`src/rtl/ds_temp_sched.sv`:
```
// ds_temp_sched: autonomous DS18B20 temperature sampler on top of ds_intf_byte.
//
// Sequence per sample:
//   bus reset, skip ROM (CC), convert T (44), conversion wait, bus reset, skip ROM (CC),
//   read scratchpad (BE), read N bytes, [terminating bus reset], publish result.
//
// Configuration macro: DS_SCRATCH_CRC_EN
//   defined   : read all 9 scratchpad bytes and require a zero Dallas CRC8 residue.
//   undefined : read only the 2 temperature bytes, then abort the read with a bus reset.
//
// Ports:
//   clk, rst_n                 clock, asynchronous active-low reset
//   auto_en                    level, enables periodic sampling every PERIOD_CYC cycles
//   start                      pulse, request one sample
//   intf_rst_en/wr_en/rd_en    one-cycle command strobes to the byte interface
//   intf_wdata                 command byte for intf_wr_en
//   intf_rdata, intf_rdata_vld read byte and its one-cycle valid
//   intf_rdy                   byte interface idle
//   temp_raw/abs/neg           latest good sample (raw two's complement, magnitude, sign)
//   temp_vld                   pulse, temp_* updated this cycle
//   busy                       sequence in progress
//   err                        pulse, sample discarded (no device or bad CRC)
module ds_temp_sched #(
    parameter int unsigned PERIOD_CYC = 50_000_000,
    parameter int unsigned CONV_CYC   = 37_500_000
) (
    input  logic        clk,
    input  logic        rst_n,
    input  logic        auto_en,
    input  logic        start,
    output logic        intf_rst_en,
    output logic        intf_wr_en,
    output logic [7:0]  intf_wdata,
    output logic        intf_rd_en,
    input  logic [7:0]  intf_rdata,
    input  logic        intf_rdata_vld,
    input  logic        intf_rdy,
    output logic [15:0] temp_raw,
    output logic [11:0] temp_abs,
    output logic        temp_neg,
    output logic        temp_vld,
    output logic        busy,
    output logic        err
);

`ifdef DS_SCRATCH_CRC_EN
    localparam int unsigned NBYTES = 9;
`else
    localparam int unsigned NBYTES = 2;
`endif

    localparam logic [31:0] PERIOD_LAST = 32'(PERIOD_CYC - 1);
    localparam logic [31:0] CONV_LAST   = 32'(CONV_CYC - 1);
    localparam logic [3:0]  LAST_BYTE   = 4'(NBYTES - 1);

    typedef enum logic [3:0] {
        StIdle,
        StRst1,
        StSkip1,
        StConv,
        StWaitConv,
        StRst2,
        StSkip2,
        StRdsp,
        StRead,
        StTerm,
        StDone
    } state_e;

    // Handshake phase inside every command state.
    typedef enum logic [1:0] {
        PhIssue,
        PhGuard,
        PhWait
    } phase_e;

    state_e      state_q, state_d;
    phase_e      phase_q, phase_d;
    logic [31:0] period_cnt_q, period_cnt_d;
    logic [31:0] conv_cnt_q, conv_cnt_d;
    logic        pending_q, pending_d;
    logic [3:0]  rd_cnt_q, rd_cnt_d;
    logic [3:0]  byte_idx_q, byte_idx_d;
    logic [7:0]  lsb_q, lsb_d;
    logic [7:0]  msb_q, msb_d;
    logic        ok_q, ok_d;
    logic [15:0] temp_raw_q, temp_raw_d;
    logic [11:0] temp_abs_q, temp_abs_d;
    logic        temp_neg_q, temp_neg_d;

    logic        cmd_state;
    logic        cmd_issue;
    logic        cmd_done;
    logic        load;
    logic        sample_ok;
    logic        period_trig;

`ifdef DS_SCRATCH_CRC_EN
    logic [7:0]  crc_q, crc_d;

    // Dallas CRC8, reflected polynomial 0x8C, data LSB first.
    function automatic logic [7:0] crc8_byte(input logic [7:0] crc_in, input logic [7:0] data);
        logic [7:0] c;
        c = crc_in;
        for (int i = 0; i < 8; i++) begin
            if (c[0] ^ data[i]) begin
                c = (c >> 1) ^ 8'h8C;
            end else begin
                c = c >> 1;
            end
        end
        return c;
    endfunction
`endif

    // Trigger path: periodic counter plus one-deep pending request.
    always_comb begin
        period_cnt_d = period_cnt_q;
        period_trig  = 1'b0;
        pending_d    = pending_q;
        if (!auto_en) begin
            period_cnt_d = '0;
        end else if (period_cnt_q == PERIOD_LAST) begin
            period_cnt_d = '0;
            period_trig  = 1'b1;
        end else begin
            period_cnt_d = period_cnt_q + 32'd1;
        end
        if (state_q == StIdle && pending_q) begin
            pending_d = 1'b0;
        end
        // A new trigger wins over consumption so it is never lost.
        if (start || period_trig) begin
            pending_d = 1'b1;
        end
    end

    always_comb begin
        cmd_state = 1'b0;
        unique case (state_q)
            StRst1, StSkip1, StConv, StRst2, StSkip2, StRdsp, StRead, StTerm: cmd_state = 1'b1;
            default: cmd_state = 1'b0;
        endcase
    end

    always_comb begin
        state_d    = state_q;
        phase_d    = phase_q;
        conv_cnt_d = conv_cnt_q;
        rd_cnt_d   = rd_cnt_q;
        byte_idx_d = byte_idx_q;
        lsb_d      = lsb_q;
        msb_d      = msb_q;
        ok_d       = ok_q;
        temp_raw_d = temp_raw_q;
        temp_abs_d = temp_abs_q;
        temp_neg_d = temp_neg_q;
        cmd_issue  = 1'b0;
        cmd_done   = 1'b0;
        load       = 1'b0;
`ifdef DS_SCRATCH_CRC_EN
        crc_d      = crc_q;
`endif

        // Issue only with rdy, ignore rdy for one guard cycle, then complete on rdy.
        if (cmd_state) begin
            unique case (phase_q)
                PhIssue: begin
                    if (intf_rdy) begin
                        cmd_issue = 1'b1;
                        phase_d   = PhGuard;
                    end
                end
                PhGuard: phase_d = PhWait;
                PhWait: begin
                    if (intf_rdy) begin
                        cmd_done = 1'b1;
                        phase_d  = PhIssue;
                    end
                end
                default: phase_d = PhIssue;
            endcase
        end

        if (state_q == StRead && intf_rdata_vld) begin
            if (byte_idx_q == 4'd0) lsb_d = intf_rdata;
            if (byte_idx_q == 4'd1) msb_d = intf_rdata;
            byte_idx_d = byte_idx_q + 4'd1;
`ifdef DS_SCRATCH_CRC_EN
            crc_d      = crc8_byte(crc_q, intf_rdata);
`endif
        end

        // Uses the _d byte values so a valid coinciding with completion is not missed.
        sample_ok = ({msb_d, lsb_d} != 16'hFFFF);
`ifdef DS_SCRATCH_CRC_EN
        sample_ok = sample_ok && (crc_d == 8'h00);
`endif

        unique case (state_q)
            StIdle: begin
                if (pending_q) begin
                    state_d    = StRst1;
                    phase_d    = PhIssue;
                    rd_cnt_d   = '0;
                    byte_idx_d = '0;
`ifdef DS_SCRATCH_CRC_EN
                    crc_d      = '0;
`endif
                end
            end
            StRst1:  if (cmd_done) state_d = StSkip1;
            StSkip1: if (cmd_done) state_d = StConv;
            StConv: begin
                if (cmd_done) begin
                    state_d    = StWaitConv;
                    conv_cnt_d = '0;
                end
            end
            StWaitConv: begin
                if (conv_cnt_q == CONV_LAST) begin
                    state_d = StRst2;
                end else begin
                    conv_cnt_d = conv_cnt_q + 32'd1;
                end
            end
            StRst2:  if (cmd_done) state_d = StSkip2;
            StSkip2: if (cmd_done) state_d = StRdsp;
            StRdsp:  if (cmd_done) state_d = StRead;
            StRead: begin
                if (cmd_done) begin
                    if (rd_cnt_q == LAST_BYTE) begin
`ifdef DS_SCRATCH_CRC_EN
                        state_d = StDone;
                        load    = 1'b1;
`else
                        state_d = StTerm;
`endif
                    end else begin
                        rd_cnt_d = rd_cnt_q + 4'd1;
                    end
                end
            end
            StTerm: begin
                if (cmd_done) begin
                    state_d = StDone;
                    load    = 1'b1;
                end
            end
            StDone:  state_d = StIdle;
            default: state_d = StIdle;
        endcase

        // Result registers change on entry to DONE so they are valid alongside temp_vld.
        if (load) begin
            ok_d = sample_ok;
            if (sample_ok) begin
                temp_raw_d = {msb_d, lsb_d};
                temp_neg_d = msb_d[7];
                temp_abs_d = msb_d[7] ? (~{msb_d[3:0], lsb_d} + 12'd1) : {msb_d[3:0], lsb_d};
            end
        end
    end

    always_ff @(posedge clk or negedge rst_n) begin
        if (!rst_n) begin
            state_q      <= StIdle;
            phase_q      <= PhIssue;
            period_cnt_q <= '0;
            conv_cnt_q   <= '0;
            pending_q    <= 1'b0;
            rd_cnt_q     <= '0;
            byte_idx_q   <= '0;
            lsb_q        <= '0;
            msb_q        <= '0;
            ok_q         <= 1'b0;
            temp_raw_q   <= '0;
            temp_abs_q   <= '0;
            temp_neg_q   <= 1'b0;
`ifdef DS_SCRATCH_CRC_EN
            crc_q        <= '0;
`endif
        end else begin
            state_q      <= state_d;
            phase_q      <= phase_d;
            period_cnt_q <= period_cnt_d;
            conv_cnt_q   <= conv_cnt_d;
            pending_q    <= pending_d;
            rd_cnt_q     <= rd_cnt_d;
            byte_idx_q   <= byte_idx_d;
            lsb_q        <= lsb_d;
            msb_q        <= msb_d;
            ok_q         <= ok_d;
            temp_raw_q   <= temp_raw_d;
            temp_abs_q   <= temp_abs_d;
            temp_neg_q   <= temp_neg_d;
`ifdef DS_SCRATCH_CRC_EN
            crc_q        <= crc_d;
`endif
        end
    end

    always_comb begin
        intf_rst_en = 1'b0;
        intf_wr_en  = 1'b0;
        intf_rd_en  = 1'b0;
        intf_wdata  = 8'h00;
        unique case (state_q)
            StRst1, StRst2, StTerm: intf_rst_en = cmd_issue;
            StSkip1, StSkip2: begin
                intf_wr_en = cmd_issue;
                intf_wdata = 8'hCC;
            end
            StConv: begin
                intf_wr_en = cmd_issue;
                intf_wdata = 8'h44;
            end
            StRdsp: begin
                intf_wr_en = cmd_issue;
                intf_wdata = 8'hBE;
            end
            StRead:  intf_rd_en = cmd_issue;
            default: intf_wdata = 8'h00;
        endcase
    end

    assign temp_raw = temp_raw_q;
    assign temp_abs = temp_abs_q;
    assign temp_neg = temp_neg_q;
    assign temp_vld = (state_q == StDone) && ok_q;
    assign err      = (state_q == StDone) && !ok_q;
    assign busy     = (state_q != StIdle);

endmodule

```
`config.mk`:
```
export PLATFORM = sky130hd
export DESIGN_NAME = ds_temp_sched
export DESIGN_NICKNAME = d
export VERILOG_FILES = /design/src/rtl/ds_temp_sched.sv
export SDC_FILE = /design/constraint.sdc
export NUM_CORES = 1
export LEC_CHECK = 0
export CAP_MARGIN = 15
export CORE_UTILIZATION = 50
export CTS_CLUSTER_SIZE = 20
export DETAILED_ROUTE_END_ITERATION = 8
export GPL_ROUTABILITY_DRIVEN = 0
export PLACE_DENSITY = 0.75
export SLEW_MARGIN = 20
export SYNTH_ARGS = -nofsm -noshare
export SYNTH_HDL_FRONTEND = slang
export SYNTH_SLANG_ARGS = --single-unit
```
`constraint.sdc`:
```
create_clock -name clk -period 4 [get_ports clk]
set_clock_uncertainty 0.2 [all_clocks]
set_input_delay 0.6 -clock clk [delete_from_list [all_inputs] [get_ports clk]]
set_output_delay 0.6 -clock clk [all_outputs]
set_load 0.1 [all_outputs]
```
* Yosys cells after proc, flatten, opt, wreduce, memory -nomap -nowiden
Memory sizes are Yosys's and may differ from the RTL's.
Cells that the tools add are included.
** Storage, ports and cells
- Bits in registers :: 125
- Bits in latches :: 0
- Bits in writable memories :: 0
- Memory bits (read-only) :: 16
- Bits of input ports :: 14
- Output and inout bits :: 43
- Memories :: 1
** Cells by class
- Add/subtract/negate cells :: 5
- $mul :: 0
- Div/mod/pow operators :: 0
- Magnitude comparators :: 0
- Equal/unequal tests :: 30
- Shift-type cells :: 0
- Multiplexer cells :: 50
- Bitwise operators :: 1
- Reduce and logical (&&, ||, !) cells :: 20
** Memories
- (name not given) :: depth 16, width 1, read ports 1, clocked after memory_dff 0, write ports 0, RTL line 140 : unique case (state_q)
** Operators with widths (count)
- $mux W32 :: 4
- $mux W4 :: 17
- $add A32 B1 Y32 const B :: 2
- $eq A32 B26 Y1 const B :: 2
- $pmux W32 S2 :: 1
- $pmux W4 S10 :: 1
- $mux W8 :: 4
- $ne A2 B2 Y1 const B :: 12
- $pmux W8 S3 :: 1
- $eq A4 B3 Y1 const B :: 4
- $ne A16 B16 Y1 const B :: 1
- $mux W1 :: 14
- $add A12 B1 Y12 const B :: 1
- $eq A4 B1 Y1 const B :: 3
- $eq A4 B4 Y1 const B :: 3
- $mux W12 :: 1
- $not A12 Y12 :: 1
- $reduce_and A11 Y1 :: 1
- $mux W2 :: 5
- $add A4 B1 Y4 const B :: 2
- $eq A4 B2 Y1 const B :: 2
- $logic_not A4 Y1 :: 2
- $pmux W4 S2 :: 1
- $pmux W2 S3 :: 1
- other kinds (15) :: 20

* Logic depth before layout (Yosys ltp)
Gate-level depths: netlist of run 1.
- Word-level depth :: 6
- Depth in mapped cells :: 10

* Worst setup path after synthesis of run 1
OpenSTA, ideal clock, no wires.
- Path type :: register to output
- Start point :: register state_q[0]
- End point :: output port intf_wdata[4]
- Arrival time :: 3.557 ns
- Required time :: 3.200 ns
- Setup slack :: -0.357 ns
- Cell stages (with the launch flop) :: 5
- Cell sequence :: dfrtp_1 -> clkbuf_1 -> inv_1 -> nor3_1 -> buf_4
** On the way
- Word-level cells in the longest chain between the ends :: 3
** Ends and longest elaborated chain
- start: declaration :: RTL line 77 : state_e state_q, state_d;
- start signal: assignment :: RTL line 267 : state_q <= StIdle;
- start signal: assignment :: RTL line 284 : state_q <= state_d;
- $eq A4 B2 Y1 / $eq A4 B3 Y1 (equally long branches) :: RTL line 308 : unique case (state_q)
- $reduce_or A2 Y1
- $pmux W8 S3 * :: RTL line 308
- end: declaration :: RTL line 33 : output logic [7:0] intf_wdata,
Mark *: on every way between the ends. The rest lies on a longest branch, timed or not.

* Worst setup path after layout of run 1
- Start point :: register state_q[1]
- End point :: register temp_raw_q[0] (netlist: temp_raw[0])
** On the way
- Word-level cells in the longest chain between the ends :: 5
** Ends and longest elaborated chain
- $mem_v2 Z16 W1 / $eq A4 B4 Y1 (equally long branches)
- $mux W1 / $logic_and A1 B1 Y1 (equally long branches) :: RTL line 166, 185
- $mux W1 / $mux W8 (equally long branches) :: RTL line 245, 185
- $mux W1 / $ne A16 B16 Y1 (equally long branches) :: RTL line 200, 195
- $reduce_and A2 Y1 (no line)
- end signal: assignment :: RTL line 294 : temp_raw_q <= temp_raw_d;
- end: declaration :: RTL line 87 : logic [15:0] temp_raw_q, temp_raw_d;
Parallel ways exist; a longest one is shown, timed or not.
A chain may end at the register's enable or synchronous reset.

==> metrics.csv, run 1 <==
metric,value,unit
totalNegativeSetupSlack,0,ns
min_from,temp_abs[2],
synth_largest_type_area_fraction,0.4857,
worstReg2RegStart,state_q[1],
yosys.cell_types.count,54,
hold_viol_final,0,
vias,4821,
end_kind,flop,
cp_data_arrival_time,3.60,ns
worst_path_fanout_max,21,
layout-drive-gt1-share,0.1488,
detailed_place.area,7007,um2
cts_post_setup_buffers_inserted,0,
routed_wl,13770,um
die_y_extent,114.6,um
run_status,"finished, final reports clean",
number_of_nets_in_the_final_layout,702,
pre_repair_dr_iteration_count,4,
first_pass_grt_wire_length,23440,um
cts_max_level,4,
tritoncts,done,
synth_largest_area_cell,sky130_fd_sc_hd__dfrtp_1,
syn-mean-instance-area,10.12,um2
netlist_top_cells_count,"123 x sky130_fd_sc_hd__dfrtp_1, 90 x sky130_fd_sc_hd__nor2_1, 43 x sky130_fd_sc_hd__nand2_1",
detailedPlace.worstSlack,0.5087,ns
fp.dieW,114.6,um
slew_headroom,0.3333,
place_hpwl,9297,um
ys_top_cells_by_area,"sky130_fd_sc_hd__dfrtp_1 49%, sky130_fd_sc_hd__mux2_2 7.3%, sky130_fd_sc_hd__nor2_1 5.3%",
globalRoute.totalOverflow,0,
synth_fp_nets,648,
grt_pass1_vias,4862,
postSynthRegisterBits,123,
gr-usage-all-layers,0.2295,
final_design_area_no_fill,7596,um2
achievable-frequency,0.2857,GHz
max_slew.worst_pin.slew,0.9969,ns
core-area,12160,um2
cts_clock_pin_slew_for_the_worst_setup_and_hold_paths,0.05,ns
min-delay-path-class,flop to flop,
post-synth-top-count-cell,sky130_fd_sc_hd__dfrtp_1,
fp.dieArea,13130,um2
post_cts_resize_count,0,
path_class,flop to flop,
ir_worst_vdd,0.3195,mV
io-pin-count,57,
reg2reg_setup_slack,0.50,ns
antenna_found_initial,0,
worstSetupStartpoint,state_q[1],
clockRootBuffer,sky130_fd_sc_hd__clkbuf_16,
fin_worst_hold_slack,0.3028,ns
detail_route.wl_per_cell,16.01,um
route.detailed.vias_per_inst,5.606,
final_max_slew_viol_count,0,
most_used_flip_flop_cell_after_synthesis,sky130_fd_sc_hd__dfrtp_1,
core.rowCount,40,
critical_path.startpoint_type,flop,
powerDensity,563.2,nW/um2
period_needed,3.501,ns
synth-edff-count,0,
max_cap_viol_count,0,
drc,0,
route.antenna.remaining_nets,0,
rsz_0062_raised_after_global_routing,false,
num_antenna_cells,0,
number_of_instances_in_the_synthesized_netlist,626,
worstPathRequired,4.10,ns
grt_start_max_net_pins,83,
ys_warn_count,0,
cellLeakagePower,0.003380,uW
effective_utilization_at_floorplan,0.5211,
synth_sequential_area_ratio,0.4857,
synthesis.area,6337,um2
post_synthesis_async_set_or_reset_flop_share,1.000,
drt_iter0_markers,312,
finalCritPeriodShare,0.8751,
final_critical_path_setup_slack,0.4995,ns
portbufs,55,
clkLatencyLatePin,0.42,ns
cts-buffers-inserted,17,
cts_sink_cnt,123,
setup-violations-final,0,
area_delta_synth_final,19.86,%
cts.path.max_buffers,2,
finish.utilization,0.6246,
## area by class of cell
type / instances / area [um2]
repair buffers: 62 / 598.1
well taps: 168 / 210.2
fillers: 982 / 4566
multi-input cells: 457 / 3062
clock inverters: 12 / 123.9
flip-flops and latches: 123 / 3078
inverters: 19 / 71.32
clock buffers: 19 / 452.9
## timing repair
item | 4_1_cts | 5_1_grt
hold buffers | 1 | 0
hold endpoints to repair | 41 | 0
endpoints found under the setup margin | 0 | 0
## power by group
group          total, uW  internal (uW)  leakage, uW  switching, uW
combinational       1110            344      0.00149            769
clock               1480            938     0.000276            545
sequential          1680           1420      0.00162            260
total               4280           2700      0.00338           1570
## cells by family after synthesis
group	share of synthesized area
other cells	0.0005917
xor+xnor	0.09121
mux	0.09062
compound gates	0.05272
simple gates	0.2294
fa+ha+maj	0.01580
flops	0.4857
buf+inv	0.03396
## worst paths after layout
path,to,depth (start not counted)
setup / recovery,temp_raw[0],8
hold reg to reg,temp_abs[2],1
max in group asynchronous,period_cnt_q[11],3
setup reg to reg,temp_raw[0],8
min in group asynchronous,conv_cnt_q[31],2
hold / removal,temp_abs[2],1
## sequential cells by signal, indices dropped and copies added (netlist names), 2 cells and up
signal,cells
conv_cnt_q,32
period_cnt_q,32
temp_raw,16
temp_abs,11
lsb_q,8
msb_q,8
byte_idx_q,4
rd_cnt_q,4
state_q,4
phase_q,2
## layer usage
metal	wire length, um	vias up	GRT usage
li1	-	2307	-
met3	596	17	0.06194
met4	190	0	0.09004
met5	0	-	0
met2	6760	104	0.3762
met1	6219	2393	0.2895
## stage by stage
| stage | cells | power [uW] |
|---|---|---|
| 6_report | 860 | 4278 |
| 3_5_place_dp | 828 | 2799 |
| 5_1_grt | 860 | 4491 |
| 4_1_cts | 860 | 4300 |
| 2_1_floorplan | 626 | 2521 |
| 3_3_place_gp | 828 | 2755 |
## worst max-delay path, cell delays in order, from the launching register on
cell and delay, ns:
sky130_fd_sc_hd__dfrtp_1 0.54, sky130_fd_sc_hd__nor4b_4 0.52, sky130_fd_sc_hd__nand4_2 0.34, sky130_fd_sc_hd__mux2_2 0.35, sky130_fd_sc_hd__ha_1 0.16, sky130_fd_sc_hd__o21ai_0 0.17, sky130_fd_sc_hd__o31ai_4 0.47, sky130_fd_sc_hd__buf_12 0.24
sky130_fd_sc_hd__mux2_2 0.36
## cells in the final DEF, fill, tap and decap left out, types with 2 or more instances in the layout
master	instances
sky130_fd_sc_hd__dfrtp_1	123
sky130_fd_sc_hd__nor2_1	90
sky130_fd_sc_hd__nand2_1	43
sky130_fd_sc_hd__clkdlybuf4s50_1	42
sky130_fd_sc_hd__mux2_2	41
sky130_fd_sc_hd__xnor2_1	37
sky130_fd_sc_hd__nand3_1	29
sky130_fd_sc_hd__xor2_1	29
sky130_fd_sc_hd__nand4_1	19
sky130_fd_sc_hd__inv_1	18
sky130_fd_sc_hd__o21ai_0	18
sky130_fd_sc_hd__nor4_1	17
sky130_fd_sc_hd__clkbuf_16	17
sky130_fd_sc_hd__buf_4	17
sky130_fd_sc_hd__a21oi_1	16
sky130_fd_sc_hd__and3_1	16
sky130_fd_sc_hd__nor3_1	12
sky130_fd_sc_hd__or3_1	12
sky130_fd_sc_hd__and4_1	11
sky130_fd_sc_hd__mux2i_1	9
sky130_fd_sc_hd__ha_1	8
sky130_fd_sc_hd__clkinv_2	5
sky130_fd_sc_hd__or4_1	4
sky130_fd_sc_hd__nor4b_1	4
sky130_fd_sc_hd__a31oi_1	4
sky130_fd_sc_hd__clkinvlp_4	4
sky130_fd_sc_hd__nor3_2	3
sky130_fd_sc_hd__o211ai_1	3
sky130_fd_sc_hd__nand2b_1	2
sky130_fd_sc_hd__and2_1	2
sky130_fd_sc_hd__nand4bb_1	2
sky130_fd_sc_hd__nor3b_1	2
sky130_fd_sc_hd__bufinv_16	2
sky130_fd_sc_hd__clkbuf_8	2
sky130_fd_sc_hd__buf_12	2
Note: power is estimated with default switching activity, not from simulation.
==> inputs of run 2 (changes only) <==
- CAP_MARGIN: 15 -> unset
- clock period: 4 -> 3.6 ns (I/O delays scaled with it)
==> run 2 against run 1 <==
Against the previous run: sequential power grew 9%; first-iteration DRC count increased by 11%; hold slack about the same; final cell count is 0.93% higher; cell area increased by 1.1%; power increased by 15%; flip-flop and latch count did not move; non-clock buffer count increased by 8; clock power rose by 21%; core utilization rose by 0.67 points; combinational power increased by 17%; critical path depth fell by 1; critical path type is now flop to output pin; largest power group unchanged.
==> metrics.csv, run 2 (synthesized netlist as in run 1, its figures left out) <==
metric,value,unit,change
end_kind,output pin,,was flop
run_status,"finished, final reports clean",,unchanged
grt_pass1_vias,5059,,was 4862
drc,0,,unchanged
grt_start_max_net_pins,73,,was 83
max_stage_delay,0.40,ns,was 0.54 ns
core.rowCount,40,,unchanged
num_antenna_cells,0,,unchanged
powerDensity,641.7,nW/um2,was 563.2 nW/um2
regArea,3078,um2,unchanged
pre_repair_dr_iteration_count,4,,unchanged
worst_path_fanout_max,14,,was 21
route.antenna.remaining_nets,0,,unchanged
portbufs,55,,unchanged
reg2reg_setup_slack,0.53,ns,was 0.50 ns
globalRoute.totalOverflow,0,,unchanged
max_slew.worst_pin.slew,0.9957,ns,was 0.9969 ns
timing.critical_path.cells,buf_4 -> o21ai_0 -> o31ai_1 -> nor2_1 -> nand3b_1 -> nor3_2 -> buf_4,,was nor4b_4 -> nand4_2 -> mux2_2 -> ha_1 -> o21ai_0 -> o31ai_4 -> buf_12 -> mux2_2
min_path_cells,1,,unchanged
cts.path.max_buffers,2,,unchanged
whs_endpoint,temp_raw[9],,was temp_abs[2]
achievable-frequency,0.3259,GHz,
setup-violations-final,0,,unchanged
gr-usage-all-layers,0.2343,,was 0.2295
core-area,12160,um2,unchanged
worstReg2RegEnd,temp_raw[4],,was temp_raw[0]
effective_utilization_at_floorplan,0.5211,,unchanged
first_pass_grt_wire_length,24240,um,was 23440 um
final_cell_mix,"123 x sky130_fd_sc_hd__dfrtp_1, 90 x sky130_fd_sc_hd__nor2_1, 43 x sky130_fd_sc_hd__nand2_1",,unchanged
io-pin-count,57,,unchanged
path_class,flop to output pin,,was flop to flop
detail_route.wl_per_cell,16.06,um,was 16.01 um
crit_top_cell,sky130_fd_sc_hd__buf_4,,was sky130_fd_sc_hd__mux2_2
fin_worst_hold_slack,0.3032,ns,was 0.3028 ns
totalNegativeSetupSlack,0,ns,unchanged
critical_path.startpoint_type,flop,,unchanged
die_y_extent,114.6,um,unchanged
nFillCells,962,,was 982
worstReg2RegStart,state_q[2],,was state_q[1]
hold_viol_final,0,,unchanged
timing.reg2reg.worst_path_depth,8,,unchanged
routed_wl,13940,um,was 13770 um
cp_data_arrival_time,2.33,ns,was 3.60 ns
number_of_nets_in_the_final_layout,710,,was 702
clockRootBuffer,sky130_fd_sc_hd__clkbuf_16,,unchanged
worst_path_max_delay_cell,sky130_fd_sc_hd__dfrtp_1,,unchanged
worstPathRequired,2.86,ns,was 4.10 ns
final_max_slew_viol_count,0,,unchanged
layout-drive-gt1-share,0.1571,,was 0.1488
cts_max_level,4,,unchanged
drt_iter0_markers,345,,was 312
fp.dieW,114.6,um,unchanged
min-delay-path-class,flop to flop,,unchanged
multi_input_combinational_cell_area,3059,um2,was 3062 um2
finalCritPeriodShare,0.8522,,
max_cap_viol_count,0,,unchanged
cts_sink_cnt,123,,unchanged
cts-buffers-inserted,17,,unchanged
route.detailed.vias_per_inst,5.641,,was 5.606
place_hpwl,9325,um,was 9297 um
tritoncts,done,,unchanged
rsz_0062_raised_after_global_routing,false,,unchanged
period_needed,3.068,ns,
ir_worst_vdd,0.4051,mV,was 0.3195 mV
clkLatencyLatePin,0.41,ns,was 0.42 ns
post_cts_resize_count,0,,unchanged
worstSetupStartpoint,state_q[1],,unchanged
slew_headroom,0.3341,,was 0.3333
antenna_found_initial,0,,unchanged
mostFrequentLayoutCell,sky130_fd_sc_hd__dfrtp_1,,unchanged
vias,4896,,was 4821
cts_clock_pin_slew_for_the_worst_setup_and_hold_paths,0.05,ns,about the same
fp.dieArea,13130,um2,unchanged
min_from,temp_raw[9],,was temp_abs[2]
power_total,4927,uW,was 4278 uW
cellLeakagePower,0.003435,uW,was 0.003380 uW
area_delta_synth_final,21.15,%,was 19.86%
[run 2: worst max-delay path by stage]
stage,slack [ns],depth (start not counted),end
6_report,0.53,7,intf_rst_en
5_1_grt,0.32,7,conv_cnt_q[31]
4_1_cts,0.50,7,intf_rst_en
3_5_place_dp,0.36,8,temp_raw[7]
3_3_place_gp,0.45,8,temp_abs[4]
2_1_floorplan,0.02,4,intf_wdata[7]
[run 2: timing repair]
action                                 in CTS  in global routing
hold buffers                                1                  0
buffers inserted                            0                  0
endpoints found under the hold margin      41                  0
[run 2: final cells by class]
class / count / share of cell area
Clock inverter: 12 / 0.02249
Clock buffer: 19 / 0.05769
Multi-Input combinational cell: 457 / 0.3985
Sequential cell: 123 / 0.4009
Tap cell: 168 / 0.02738
Timing Repair Buffer: 70 / 0.08377
Inverter: 19 / 0.009289
[run 2: through the flow]
step	util	instances	instance area [um2]	setup slack, ns
6_report	0.6313	868	7677	0.5320
5_1_grt	0.6313	868	7677	0.3224
4_1_cts	0.6313	868	7677	0.5016
3_5_place_dp	0.5798	836	7052	0.3597
3_3_place_gp	0.5798	836	7052	0.4549
2_1_floorplan	-	626	6347	0.01779
[run 2: worst max-delay path, delay by kind of cell (launching register included)]
family	cells	cell delay, ns
AND/OR/NAND/NOR	3	0.51
buffers and inverters	2	0.50
flip-flops	1	0.40
AO/OA/AOI/OAI	2	0.52
[run 2: routing by layer]
layer | up-vias | part of all wire | wire length, um | GRT usage
li1 | 2326 | - | - | -
met2 | 127 | 0.49 | 6885 | 0.3855
met3 | 16 | 0.048 | 675 | 0.05929
met1 | 2427 | 0.45 | 6259 | 0.3091
met5 | - | 0 | 0 | 0
met4 | 0 | 0.0087 | 121 | 0.06234
[run 2: where the power goes]
| group | total (uW) | internal [uW] | switching (uW) |
|---|---|---|---|
| logic | 1300 | 403 | 901 |
| clock network | 1790 | 1170 | 620 |
| registers | 1830 | 1580 | 253 |
==> inputs of run 3 (changes only) <==
- CORE_UTILIZATION: 50 -> 58
- PLACE_DENSITY: 0.75 -> 0.84
- RECOVER_POWER: unset -> 50
==> run 3 against run 2 <==
Against the previous run: first-iteration DRC count is 12% lower; global-route usage is 4.0 points higher; worst setup slack worse by 0.17 ns; non-clock buffer count is 3 lower; combinational power hardly changed; hold slack better by 0.0014 ns; flip-flop and latch count stayed put; die area is 14% lower; power hardly changed; via count is 3.8% higher; sequential share of layout area is 0.50 points higher; register-to-register slack worse by 0.17 ns; critical endpoint is now temp_raw[8].
==> metrics.csv, run 3 (synthesized netlist as in run 1, its figures left out) <==
metric,value,unit,change
layout-drive-gt1-share,0.1406,,was 0.1571
end_kind,flop,,was output pin
cellLeakagePower,0.003398,uW,was 0.003435 uW
vias,5081,,was 4896
max_cap_viol_count,0,,unchanged
max_stage_delay,0.52,ns,was 0.40 ns
cp_data_arrival_time,3.44,ns,was 2.33 ns
cts.path.max_buffers,2,,unchanged
crit_top_cell,sky130_fd_sc_hd__buf_4,,unchanged
hold_viol_final,0,,unchanged
core.rowCount,37,,was 40
cts_post_setup_buffers_inserted,0,,unchanged
tritoncts,done,,unchanged
cts-buffers-inserted,17,,unchanged
detailedPlace.worstSlack,0.3017,ns,was 0.3597 ns
critical_path.startpoint_type,flop,,unchanged
path_class,flop to flop,,was flop to output pin
cts_clock_pin_slew_for_the_worst_setup_and_hold_paths,0.06,ns,was 0.05 ns
final_critical_path_setup_slack,0.3577,ns,was 0.5320 ns
fp.dieArea,11350,um2,was 13130 um2
ir_worst_vdd,0.9099,mV,was 0.4051 mV
final_cell_mix,"123 x sky130_fd_sc_hd__dfrtp_1, 90 x sky130_fd_sc_hd__nor2_1, 43 x sky130_fd_sc_hd__nand2_1",,unchanged
place.detailed.instances,801,,was 836
holdBufCountCts,1,,unchanged
grt_start_max_net_pins,70,,was 73
grt_pass1_vias,5138,,was 5059
run_status,"finished, final reports clean",,unchanged
totalNegativeSetupSlack,0,ns,unchanged
crit_buf_inv,3,,was 2
place_hpwl,9835,um,was 9325 um
effective_utilization_at_floorplan,0.6057,,was 0.5211
die_y_extent,106.5,um,was 114.6 um
area_delta_synth_final,19.64,%,was 21.15%
fin_worst_hold_slack,0.3046,ns,was 0.3032 ns
worst_path_fanout_max,28,,was 14
critical-path-top-delay-family,buffers and inverters,,was compound AO/OA/AOI/OAI gates
globalRoute.totalOverflow,0,,unchanged
route.detailed.vias_per_inst,6.100,,was 5.641
cts_sink_cnt,123,,unchanged
stdcell_count,833,,was 868
io-pin-count,57,,unchanged
nFillCells,698,,was 962
period_needed,3.242,ns,was 3.068 ns
min-delay-path-class,flop to flop,,unchanged
drc,0,,unchanged
cts_max_level,4,,unchanged
detail_route.wl_per_cell,17.68,um,was 16.06 um
num_antenna_cells,0,,unchanged
worstPathRequired,3.80,ns,was 2.86 ns
clockRootBuffer,sky130_fd_sc_hd__clkbuf_8,,was sky130_fd_sc_hd__clkbuf_16
pre_repair_dr_iteration_count,5,,was 4
fp.dieW,106.5,um,was 114.6 um
first_pass_grt_wire_length,24290,um,was 24240 um
max_slew.worst_pin.slew,1.345,ns,was 0.9957 ns
core-area,10460,um2,was 12160 um2
drt_iter0_markers,302,,was 345
finalCritPeriodShare,0.9006,,was 0.8522
gr-usage-all-layers,0.2741,,was 0.2343
mostFrequentLayoutCell,sky130_fd_sc_hd__dfrtp_1,,unchanged
post_cts_resize_count,0,,unchanged
slew_headroom,0.1036,,was 0.3341
timing.critical_path.cells,nor4b_4 -> buf_4 -> nand4_1 -> clkbuf_1 -> nor3b_1 -> o21ai_0 -> o31ai_4 -> buf_4 -> mux2_2,,was buf_4 -> o21ai_0 -> o31ai_1 -> nor2_1 -> nand3b_1 -> nor3_2 -> buf_4
rsz_0062_raised_after_global_routing,false,,unchanged
achievable-frequency,0.3084,GHz,was 0.3259 GHz
number_of_nets_in_the_final_layout,707,,was 710
routed_wl,14730,um,was 13940 um
antenna_found_initial,0,,unchanged
final_max_slew_viol_count,0,,unchanged
worst_path_max_delay_cell,sky130_fd_sc_hd__dfrtp_1,,unchanged
setup-violations-final,0,,unchanged
clkLatencyLatePin,0.52,ns,was 0.41 ns
route.antenna.remaining_nets,0,,unchanged
powerDensity,649.8,nW/um2,was 641.7 nW/um2
portbufs,55,,unchanged
[run 3: changes by cell type in the layout (fill, tap and decap cells not counted), moves of 2 or more]
cell	delta
sky130_fd_sc_hd__clkbuf_1	+4
sky130_fd_sc_hd__mux2_1	+4
sky130_fd_sc_hd__mux2_2	-4
sky130_fd_sc_hd__clkbuf_8	+2
sky130_fd_sc_hd__buf_4	-8
[run 3: power by group]
group          leakage (uW)  switching (uW)  internal [uW]  total, uW
Combinational       0.00148             922            391       1310
Sequential          0.00162             265           1580       1840
Clock              0.000297             613           1160       1770
[run 3: stage by stage]
step	util	area, um2	total power [uW]
2_1_floorplan	-	6347	2801
3_3_place_gp	0.6680	6989	3083
3_5_place_dp	0.6680	6989	3148
4_1_cts	0.7276	7612	4935
5_1_grt	0.7247	7582	5144
6_report	0.7247	7582	4927
[run 3: area by class of cell]
class                      instances  area (um2)  share of cell area
clock buffer                      20       445.4             0.05875
clock inverter                    11       167.7             0.02211
inverter                          19       71.32            0.009406
multi-input combinational        457        3059              0.4035
sequential                       123        3078              0.4059
tap                              136       170.2             0.02244
timing repair buffer              67       590.6             0.07789
[run 3: worst reg2reg max path, cell delays in order, from the launching register on]
cell and delay (ns):
sky130_fd_sc_hd__dfrtp_1 0.52, sky130_fd_sc_hd__nor4b_4 0.21, sky130_fd_sc_hd__buf_4 0.17, sky130_fd_sc_hd__nand4_1 0.12, sky130_fd_sc_hd__clkbuf_1 0.51, sky130_fd_sc_hd__nor3b_1 0.25, sky130_fd_sc_hd__o21ai_0 0.17, sky130_fd_sc_hd__o31ai_4 0.19
sky130_fd_sc_hd__buf_4 0.37, sky130_fd_sc_hd__mux2_2 0.41
[run 3: worst paths after layout]
path / from / endpoint / slack [ns] / cells after the start
worst min-delay path: temp_abs[2] / temp_abs[2] / 0.30 / 1
worst max-delay path: state_q[3] / temp_raw[8] / 0.36 / 9
max in group asynchronous: rst_n / msb_q[6] / 0.84 / 3
min in group asynchronous: rst_n / conv_cnt_q[21] / 0.67 / 2
worst min register to register: temp_abs[2] / temp_abs[2] / 0.30 / 1
worst max register to register: state_q[3] / temp_raw[8] / 0.36 / 9
[run 3: metal layers]
layer  vias up  track usage  share of wire
met5         -            0              0
met4         0      0.09687          0.020
met3        31      0.06928          0.049
met2       162       0.4532           0.51
met1      2562       0.3509           0.42
li1       2326            -              -
